$ cat config.mk
export PLATFORM = sky130hd
export DESIGN_NAME = video_data_decoder
export DESIGN_NICKNAME = d
export VERILOG_FILES = /design/src/rtl/video_data_decoder.sv
export SDC_FILE = /design/constraint.sdc
export NUM_CORES = 1
export LEC_CHECK = 0
export ABC_AREA = 1
export BUFFER_PORTS_ARGS = -buffer_cell sky130_fd_sc_hd__buf_2
export CORE_MARGIN = 10
export CORE_UTILIZATION = 59
export CTS_CLUSTER_DIAMETER = 50
export DETAILED_ROUTE_END_ITERATION = 8
export GPL_TIMING_DRIVEN = 1
export MAX_ROUTING_LAYER = met4
export PLACE_DENSITY = 0.83
export SLEW_MARGIN = 20
export SYNTH_ARGS = -nofsm -noshare
export SYNTH_HDL_FRONTEND = slang
export SYNTH_SLANG_ARGS = --single-unit
$ cat constraint.sdc
create_clock -name TD_CLK27 -period 2.5 [get_ports TD_CLK27]
set_input_delay 0.25 -clock TD_CLK27 [delete_from_list [all_inputs] [get_ports TD_CLK27]]
set_output_delay 0.25 -clock TD_CLK27 [all_outputs]
set_load 0.005 [all_outputs]
$ cat src/rtl/video_data_decoder.sv
// rtl/video_data_decoder.sv - BT.656 receiver: SAV/EAV lock, luma slicing into bytes, FWFT output FIFO
// Optional: VIDEO_DATA_DECODER_PROT_CHECK_EN enables XY protection checking and xy_errors counting.
module video_data_decoder #(
    parameter logic [7:0] THRESHOLD  = 8'h80,
    parameter int         SKIP_Y     = 8,
    parameter int         FIFO_DEPTH = 16
) (
    input  logic       TD_CLK27,
    input  logic       rst,
    input  logic [7:0] TD_DATA,
    input  logic       enable,
    output logic [7:0] data_out,
    output logic       data_valid,
    input  logic       data_ready,
    output logic       frame_start,
    output logic       line_active,
    output logic       overflow,
    output logic [7:0] xy_errors
);
    localparam int AW = $clog2(FIFO_DEPTH);
    localparam int SW = (SKIP_Y > 0) ? $clog2(SKIP_Y + 1) : 1;

    typedef enum logic [1:0] {SEEK, BLANK, ACTIVE} state_t;
    state_t state, state_nx;

    logic [7:0]    h0, h1, h2;
    logic          is_code, prot_ok, accept, sav_start, xy_f, xy_v, xy_h;
    logic          last_v, y_take, y_bit, push_q;
    logic [1:0]    phase;
    logic [SW-1:0] skip_cnt;
    logic [2:0]    bit_cnt;
    logic [7:0]    shreg, push_data;
    logic [7:0]    mem [FIFO_DEPTH];
    logic [AW:0]   wr_ptr, rd_ptr;
    logic          full, pop, do_push;

    assign xy_f    = TD_DATA[6];
    assign xy_v    = TD_DATA[5];
    assign xy_h    = TD_DATA[4];
    assign is_code = (h2 == 8'hFF) && (h1 == 8'h00) && (h0 == 8'h00);
`ifdef VIDEO_DATA_DECODER_PROT_CHECK_EN
    assign prot_ok = TD_DATA[7] &&
                     (TD_DATA[3:0] == {xy_v ^ xy_h, xy_f ^ xy_h, xy_f ^ xy_v, xy_f ^ xy_v ^ xy_h});
`else
    assign prot_ok = 1'b1;
`endif
    assign accept    = is_code && prot_ok && enable;
    assign sav_start = accept && !xy_h && !xy_v;
    // An FF in an active line is always the next EAV preamble and is never a sample.
    assign y_take    = enable && (state == ACTIVE) && (TD_DATA != 8'hFF) && phase[0];
    assign y_bit     = (TD_DATA >= THRESHOLD);

    always_comb begin
        state_nx = state;
        if (!enable) begin
            state_nx = SEEK;
        end else begin
            case (state)
                SEEK:    if (accept && xy_h) state_nx = BLANK;
                BLANK:   if (sav_start) state_nx = ACTIVE;
                ACTIVE: begin
                    if (TD_DATA == 8'hFF)            state_nx = BLANK;
                    else if (accept && (xy_h || xy_v)) state_nx = BLANK;
                end
                default: state_nx = SEEK;
            endcase
        end
    end

    always_ff @(posedge TD_CLK27 or negedge rst) begin
        if (!rst) begin
            state       <= SEEK;
            h0          <= 8'h00;
            h1          <= 8'h00;
            h2          <= 8'h00;
            line_active <= 1'b0;
            frame_start <= 1'b0;
            last_v      <= 1'b0;
            phase       <= 2'd0;
            skip_cnt    <= '0;
            bit_cnt     <= 3'd0;
            shreg       <= 8'h00;
            push_q      <= 1'b0;
            push_data   <= 8'h00;
        end else begin
            state       <= state_nx;
            h0          <= TD_DATA;
            h1          <= h0;
            h2          <= h1;
            line_active <= (state == ACTIVE);
            frame_start <= sav_start && last_v;
            push_q      <= 1'b0;
            if (accept) last_v <= xy_v;
            if (!enable) begin
                bit_cnt <= 3'd0;
                shreg   <= 8'h00;
            end else if (sav_start) begin
                phase    <= 2'd0;
                skip_cnt <= '0;
                bit_cnt  <= 3'd0;
                shreg    <= 8'h00;
            end else if (state == ACTIVE) begin
                phase <= phase + 2'd1;
                if (y_take) begin
                    if (skip_cnt < SW'(SKIP_Y)) begin
                        skip_cnt <= skip_cnt + SW'(1);
                    end else begin
                        shreg   <= {shreg[6:0], y_bit};
                        bit_cnt <= bit_cnt + 3'd1;
                        if (bit_cnt == 3'd7) begin
                            push_q    <= 1'b1;
                            push_data <= {shreg[6:0], y_bit};
                        end
                    end
                end
            end
        end
    end

`ifdef VIDEO_DATA_DECODER_PROT_CHECK_EN
    always_ff @(posedge TD_CLK27 or negedge rst) begin
        if (!rst) begin
            xy_errors <= 8'h00;
        end else if (is_code && !prot_ok && (xy_errors != 8'hFF)) begin
            xy_errors <= xy_errors + 8'd1;
        end
    end
`else
    assign xy_errors = 8'h00;
`endif

    // FIFO: extra pointer bit distinguishes full from empty; a pop frees room for a same-cycle push.
    assign data_valid = (wr_ptr != rd_ptr);
    assign full       = (wr_ptr[AW] != rd_ptr[AW]) && (wr_ptr[AW-1:0] == rd_ptr[AW-1:0]);
    assign pop        = data_valid && data_ready;
    assign do_push    = push_q && (!full || pop);
    assign data_out   = data_valid ? mem[rd_ptr[AW-1:0]] : 8'h00;

    always_ff @(posedge TD_CLK27) begin
        if (do_push) mem[wr_ptr[AW-1:0]] <= push_data;
    end

    always_ff @(posedge TD_CLK27 or negedge rst) begin
        if (!rst) begin
            wr_ptr   <= '0;
            rd_ptr   <= '0;
            overflow <= 1'b0;
        end else begin
            if (do_push) wr_ptr <= wr_ptr + (AW+1)'(1);
            if (pop)     rd_ptr <= rd_ptr + (AW+1)'(1);
            if (push_q && full && !pop) overflow <= 1'b1;
        end
    end
endmodule

======== After elaboration in Yosys (flattened, before gate mapping) ========
Memory sizes are Yosys's and may differ from the RTL's.
Index checks and enable logic that the tools add are counted.
word-level totals
  register bits ........................... 65
  latch bits .............................. 0
  RAM bits ................................ 128
  memory bits (read-only) ................. 0
  input bits .............................. 12
  logic and storage cells ................. 105
  memories kept ........................... 1
memories
  name  depth  width  read ports  clocked after Yosys merged registers in  wr ports  line  source
  mem   16     8      1           0                                        1         33    logic [7:0] mem [FIFO_DEPTH];
cells by class
  add/subtract/negate cells ............... 5
  $mul .................................... 0
  divide/modulo/power cells ............... 0
  order comparisons ....................... 2
  equality and inequality tests ........... 15
  shift operators ......................... 0
  mux-type cells .......................... 31
  bitwise gates (word level) .............. 2
  reductions and logical operators ........ 33
operators with widths
  cell                 number
  $mux 7               5
  $eq 8x8->1 const B   2
  $logic_and 1x1->1    16
  $logic_not 8->1      2
  $mux 4               4
  $mux 3               5
  $mux 2               7
  $add 5x1->5 const B  2
  $ne 3x3->1 const B   3
  $ge 8x8->1 const B   1
  $mux 1               8
  $mux 8               1
  $ne 8x8->1 const B   1
  $ne 3x1->1 const B   2
  $pmux 2 s3           1
  $reduce_and 3->1     2
  $reduce_and 6->1     1
  $reduce_bool 2->1    3
  $ne 5x5->1           1
  $add 4x1->4 const B  1
  $eq 4x4->1           1
  $logic_not 1->1      4
  $lt 4x4->1 const B   1
  $ne 4x2->1 const B   1
  11 further kinds     13

======== Logic depth before layout (Yosys ltp) ========
Gate-level depths: netlist of the first run.
  depth in word-level cells ............... 9
  mapped depth ............................ 11

======== Least setup slack after synthesis of the first run ========
No wires, ideal clock.
  path type ............................... reg-to-reg
  start point ............................. reg wr_ptr[2]
  end point ............................... mem mem[13][0], enable pin
  setup time .............................. 370 ps
  arrival ................................. 1433 ps
  required time ........................... 2130 ps
  slack ................................... 697 ps
  stages on the path, launching flop included .. 8
  buffers on the path ..................... 2
  cells stage by stage .................... dfrtp_1 buf_4 xor2_1 nor2_2 nand4_2 nand2_2 buf_2 nor2_1
on the way
  cells in the longest elaborated chain, start to end .. 7
  elaborated cells on any way between the ends .. 9
  those cells by class .................... eq/ne: 2; mux: 2; reduce/logical: 5
ends and longest elaborated chain
  what                          line  source
  from (decl)                   34    logic [AW:0] wr_ptr, rd_ptr;
  from (signal assigned)        149   if (do_push) wr_ptr <= wr_ptr + (AW+1)'(1);
  $eq 4x4->1                    134   assign full = (wr_ptr[AW] != rd_ptr[AW]) && (wr_ptr[AW-1:0] == rd_ptr[AW-1:0]);
  $logic_and 1x1->1             134
  $logic_not 1->1               136   assign do_push = push_q && (!full || pop);
  $logic_or 1x1->1              136
  $logic_and 1x1->1             136
  $mux 1                        140   if (do_push) mem[wr_ptr[AW-1:0]] <= push_data;
  $mux 1 (implied by the code)  140
  to (decl)                     33
Several ways; a longest one is shown, not always the timed one.

======== Final worst setup path of the first run ========
  start point ............................. reg rd_ptr[1]
  end point ............................... out data_out[7]
on the way
  cells in the longest elaborated chain, start to end .. 2
  elaborated cells on any way between the ends .. 3
  those cells by class .................... eq/ne: 1; mux: 1; memory: 1
ends and longest elaborated chain
  what                                        line  source
  from (decl)                                 34
  from (signal assigned)                      150   if (pop) rd_ptr <= rd_ptr + (AW+1)'(1);
  $mem_v2 16x8 or $ne 5x5->1 (tied branches)  n/a
  $mux 8 *                                    137   assign data_out = data_valid ? mem[rd_ptr[AW-1:0]] : 8'h00;
  to (decl)                                   12    output logic [7:0] data_out,
Mark *: on every way between the ends. The rest lies on a longest branch, timed or not.

==> results of run 1 <==
## worst min-delay path, cell delays in order
cell     delay (ns)
buf_2          0.14
nand3_1        0.09
nand2_1        0.05
## flip-flops by register name, summed over array words and instances (netlist names), 2 cells and up
register   count
mem          128
h2             8
shreg          7
h1             8
h0             8
rd_ptr         5
push_data      8
bit_cnt        3
wr_ptr         5
state          2
skip_cnt       4
## layout make-up
cell class                 count  area share (%)
clock buffer                  19            5.00
clock inverter                13            1.83
inverter                      49            2.08
multi-input combinational    477            25.1
sequential                   192            59.9
tap                          176            2.42
timing repair buffer          45            3.68
## per-layer routing
| layer | wire [um] | vias to the layer above |
|---|---|---|
| met5 | 0 | - |
| met1 | 6980 | 2656 |
| li1 | - | 2559 |
| met3 | 1880 | 59 |
| met4 | 543 | 0 |
| met2 | 8800 | 363 |
## repair_timing
action,CTS,global route
endpoints found under the setup margin,0,8
gates resized for setup,0,5
hold buffers,9,0
buffers inserted,0,3
endpoints found under the hold margin,33,0
## cells by family after synthesis
| group | Yosys count |
|---|---|
| compound gates | 115 |
| xor+xnor | 12 |
| fa+ha+maj | 8 |
| buf+inv | 83 |
| flops | 192 |
| other cells | 1 |
| simple gates | 334 |
## power by group through the flow
stage	Combinational [mW]	Clock [mW]	Sequential [mW]
after detailed placement	0.184	0	3.50
after floorplan	0.128	0	3.50
after global placement	0.175	0	3.50
after CTS	0.200	2.82	3.43
after global routing	0.233	2.96	3.44
final	0.202	2.80	3.44
## how the worst min path moves through the flow
stage / startpoint / end / slack [ns] / cells past startpoint
2_1_floorplan: rst / bit_cnt[0] / -0.05 / 0
3_3_place_gp: rst / skip_cnt[2] / 0.29 / 1
3_5_place_dp: rst / skip_cnt[0] / 0.29 / 1
4_1_cts: data_ready / rd_ptr[0] / 0.12 / 3
5_1_grt: data_ready / rd_ptr[0] / 0.13 / 3
6_report: data_ready / rd_ptr[0] / 0.13 / 3
## cells in the final DEF (no fill, tap or decap), types with 9 or more instances in the layout
cell type        n
inv_1           45
o21ai_0         67
clkbuf_16       18
a21oi_1         12
o211ai_1        17
dlygate4sd3_1    9
nand3_1         34
nor2_1         136
dfrtp_1         63
nand2_1        139
o21ai_1         16
edfxtp_1       128
buf_2           23
## per-stage QoR
| stage | instance area [um^2] | setup TNS [ns] | hold slack [ns] | power, mW |
|---|---|---|---|---|
| finish | 9090 | 0 | 0.132 | 6.44 |
| global route | 9090 | -0.0166 | 0.130 | 6.63 |
| CTS | 9050 | 0 | 0.122 | 6.45 |
| detailed placement | 8340 | 0 | 0.292 | 3.69 |
| global placement | 8340 | 0 | 0.288 | 3.67 |
| floorplan | 8120 | 0 | -0.0456 | 3.62 |
==> metrics, run 1 <==
global-route met3 utilization 4.80%; Iter 0 DRT Violations 723; Post-Synth Adder-Cell Area 1.24%; Setup Viol. Count Final 0; CTS sink cnt 192; CP top delay family compound AO/OA/AOI/OAI gates; Top Usage Layer GRT met2; Netlist Area Pre-Place 8100 um^2; distinct cell type count after synthesis 34; clk_skew 0.00999 ns; routed vias 5637; CP Data Required Time 2.25 ns; yosys warns 0; Sw Share 21.5%; mux contribution to synthesized area 0%; Cell Rows 42; clock transition at the registers of the reported paths 0.07 ns; headroom to the max-slew limit 42.4%; Initial Util 60.7%; first-pass GRT wire length 29.1 mm; FF-to-FF End mem[13][4]; Multi-input gate area 2280 um^2; fmax 416 MHz; Setup crit end data_out[7]; gr usage total 21.1%; crit path time final 2.40 ns; critical path depth 8; Critical Path Source Type register; vias in the first global route 5525; worst path bufs/invs 3; largest net degree at the start of global routing 68; Power per Cell Area 708 nW/um^2; GR Layer Usage met2 33.0%; total gr overflow 0; worst setup path start rd_ptr[1]; layout cell share with drive strength beyond 1 11.3%; status finished, final reports clean; dpl ws 0.336 ns; synth cell count leaders 139 x nand2_1, 136 x nor2_1, 128 x edfxtp_1, 67 x o21ai_0, 64 x dfrtp_1; drt drc 0; Seq/Total Area, Yosys 67.2%; Post-Synth XOR/XNOR Area 1.39%; Reg power frac 53.4%; top-count cell post-synth nand2_1; Non-Filler Instances 971; Sw Pwr 1.38 mW; final core occ 68.1%; Clock Tree Buf Depth 2; Final WS setup 0.0961 ns; synthesized instance count 745; Ports 32; number of flops mapped to enable cells by yosys 128; largest family of logic cells by synthesized area simple AND/OR/NAND/NOR gates; post-synthesis compound-gate area fraction 7.73%; clk_lat worst skew 0.44 ns; NumNets Final 802; internal power 5.05 mW; Crit. End Element output pin; MaxCap Viol Count 0; Final Max Slew Viols 0; worst reg2reg path depth 6; M1 GR Usage 26.5%; Synth area leaders edfxtp_1 47%, dfrtp_1 20%, nand2_1 6.4%; worst-path cell chain buf_6, o21ai_0, o21ai_0, nand2_1, nand2_1, inv_1, a21oi_1, buf_2; kind of critical path register to output pin; Wirelength per Cell 18.7 um; asr flop ratio synth 33.3%; P_leak 3.77 nW; Synth Area in Simple Gates 17.4%; Synth Register Bits 192; Core Region 13300 um^2; Worst Tran Pin Value 0.864 ns; Syn Area/Cell 10.9 um^2; antenna violations before repair 0; I/O Buffers 23; Main synth FF type edfxtp_1; crit-path max cell delay 0.37 ns; die width 137 um; Max IR drop VDD 0.591 mV; Clock Tree Root clkbuf_16; Fill cells 885; TritonCTS buffer count 17; crit path max fanout 67; Vias/cell 5.81; Comb power frac 3.1%; final hold vios 0; CP max-delay cell dfrtp_1; WL final 18.2 mm; CTS tree yes; # diodes 0; Hold Path Class primary input to register; post-placement cell count 927; Antenna Nets Post-Route 0; drt first pass iters 5; Layout area overhead 12.3%; Yosys top cell area share 47.5%; register area 5450 um^2; Die Span Y 137 um; gpl congestion 0.963; Arrival @ worst endpoint 2.15 ns; Detailed Place HPWL 11.6 mm; area leader, netlist edfxtp_1; H-Tree Depth 4; Die Area 18800 um^2; R2R Setup Slk 0.17 ns; Clock Power Share 43.5%; r2r startpoint rd_ptr[0]; crit share post-route 96.2%
(Power assumes the default switching activity.)
==> run 2: changes to the inputs <==
Settings changed: PLACE_DENSITY 0.83 to 0.77.
==> metrics, run 2 (synthesis gave the netlist of run 1 again) <==
crit path max fanout 33 (was 67); Clock Tree Buf Depth 2 (unchanged); worst reg2reg path depth 5 (was 6); Reg power frac 55.3% (was 53.4%); Arrival @ worst endpoint 2.13 ns (was 2.15 ns); Core Region 13300 um^2 (unchanged); Vias/cell 5.71 (was 5.81); dpl cell area 8360 um^2 (was 8340 um^2); layout cell share with drive strength beyond 1 11.5% (was 11.3%); TritonCTS buffer count 17 (unchanged); clock transition at the registers of the reported paths 0.06 ns (was 0.07 ns); Clock Power Share 41.6% (was 43.5%); Cell Rows 42 (unchanged); Setup Viol. Count Final 0 (unchanged); WL final 18.2 mm (about the same); post-placement cell count 926 (was 927); Finished Cell Area 9090 um^2 (about the same); drt first pass iters 8 (was 5); Worst Tran Pin Value 0.861 ns (was 0.864 ns); Clock Tree Root clkbuf_16 (unchanged); routed vias 5549 (was 5637); crit-path max cell delay 0.45 ns (was 0.37 ns); final core occ 68.1% (about the same); Crit. End Element output pin (unchanged); vias in the first global route 5481 (was 5525); Layout area overhead 12.3% (about the same); Non-Filler Instances 971 (unchanged); status finished, violations left (was finished, final reports clean); total gr overflow 0 (unchanged); clk_lat worst skew 0.43 ns (was 0.44 ns); Setup crit end data_out[6] (was data_out[7]); CTS sink cnt 192 (unchanged); I/O Buffers 23 (unchanged); Initial Util 60.7% (unchanged); die width 137 um (unchanged); clk_skew 0.00628 ns (was 0.00999 ns); most common cell after layout, fill and taps aside nand2_1 (unchanged); Final Max Slew Viols 0 (unchanged); CP max-delay cell dfrtp_2 (was dfrtp_1); worst path bufs/invs 4 (was 3); total chip power 6.22 mW (was 6.44 mW); global-route met3 utilization 5.94% (was 4.80%); CP top delay family buffers and inverters (was compound AO/OA/AOI/OAI gates); most frequent cells in the layout 139 x nand2_1, 136 x nor2_1, 128 x edfxtp_1, 65 x o21ai_0, 62 x dfrtp_1 (was 139 x nand2_1, 136 x nor2_1, 128 x edfxtp_1, 67 x o21ai_0, 63 x dfrtp_1); setup TNS 0 ns (unchanged); Hold Path Class primary input to asynchronous set/reset pin (was primary input to register); Wirelength per Cell 18.8 um (was 18.7 um); Power per Cell Area 684 nW/um^2 (was 708 nW/um^2); worst setup path start rd_ptr[0] (was rd_ptr[1]); failing checks DRC, hold timing; Top Usage Layer GRT met2 (unchanged); crit path time final 2.38 ns (was 2.40 ns); Comb power frac 3.2% (was 3.1%); R2R Setup Slk 0.30 ns (was 0.17 ns); worst-path cell chain clkinvlp_4, buf_12, o21ai_0, o21ai_0, nand2_1, nand2_1, inv_1, a21oi_1, buf_2 (was buf_6, o21ai_0, o21ai_0, nand2_1, nand2_1, inv_1, a21oi_1, buf_2); Sw Share 20.1% (was 21.5%); Sw Pwr 1.25 mW (was 1.38 mW); CP Data Required Time 2.25 ns (about the same); Antenna Nets Post-Route 0 (unchanged); gr usage total 20.5% (was 21.1%); internal power 4.97 mW (was 5.05 mW); Critical Path Source Type register (unchanged); drt drc 2 (was 0); FF-to-FF End mem[8][6] (was mem[13][4]); r2r startpoint rd_ptr[0] (unchanged); Iter 0 DRT Violations 697 (was 723); largest net degree at the start of global routing 68 (unchanged); gpl congestion 0.854 (was 0.963); kind of critical path register to output pin (unchanged); critical path depth 9 (was 8); H-Tree Depth 4 (unchanged); GR Layer Usage met2 31.3% (was 33.0%); antenna violations before repair 1 (was 0); final hold vios 27 (was 0); MaxCap Viol Count 0 (unchanged); first-pass GRT wire length 28.4 mm (was 29.1 mm); M1 GR Usage 26.1% (was 26.5%); P_leak 3.76 nW (was 3.77 nW); Final WS setup 0.119 ns (was 0.0961 ns); NumNets Final 801 (was 802); dpl ws 0.308 ns (was 0.336 ns); Ports 32 (unchanged); Detailed Place HPWL 11.2 mm (was 11.6 mm); minimum hold slack -0.0309 ns (was 0.132 ns); crit share post-route 95.2% (was 96.2%); Max IR drop VDD 0.559 mV (was 0.591 mV); headroom to the max-slew limit 42.6% (was 42.4%); CTS tree yes (unchanged); Die Span Y 137 um (unchanged); Die Area 18800 um^2 (unchanged); max reg flops 128 (unchanged); fmax 420 MHz (was 416 MHz)
-- run 2: repair_timing --
action | 4_1_cts | 5_1_grt
buffers inserted | 0 | 1
endpoints found under the setup margin | 1 | 5
hold buffers | 8 | 0
endpoints found under the hold margin | 8 | 0
cloned | 0 | 3
gates resized for setup | 1 | 4
-- run 2: power groups by stage --
| stage | logic, mW | registers (mW) | clock network, mW |
|---|---|---|---|
| finish | 0.197 | 3.44 | 2.59 |
| global route | 0.225 | 3.44 | 2.74 |
| CTS | 0.197 | 3.44 | 2.61 |
| detailed placement | 0.181 | 3.50 | 0 |
| global placement | 0.172 | 3.50 | 0 |
| floorplan | 0.128 | 3.50 | 0 |
-- run 2: how the worst min path moves through the flow --
stage / to / depth (start not counted)
floorplan: bit_cnt[0] / 0
global placement: h1[7] / 0
detailed placement: h1[7] / 0
CTS: skip_cnt[1] / 2
global route: state[0] / 2
finish: state[0] / 2
-- run 2: final cells by class --
cell class                 count  area [um^2]
antenna                        1         2.50
inverter                      49          193
clock inverter                11          114
fill                         959         4250
tap                          176          220
multi-input combinational    477         2280
sequential                   192         5450
clock buffer                  21          450
timing repair buffer          44          383
-- run 2: routing by layer --
layer,up-vias,part of all wire (%)
met5,-,0
met4,0,2.3
met3,39,9.9
met2,288,48
met1,2655,40
li1,2567,-
-- run 2: worst reg2reg max path: cells and delay by family (launching register included) --
kind          cells  cell delay, ns
xor+xnor          1            0.19
flops             1            0.46
simple gates      4            1.19
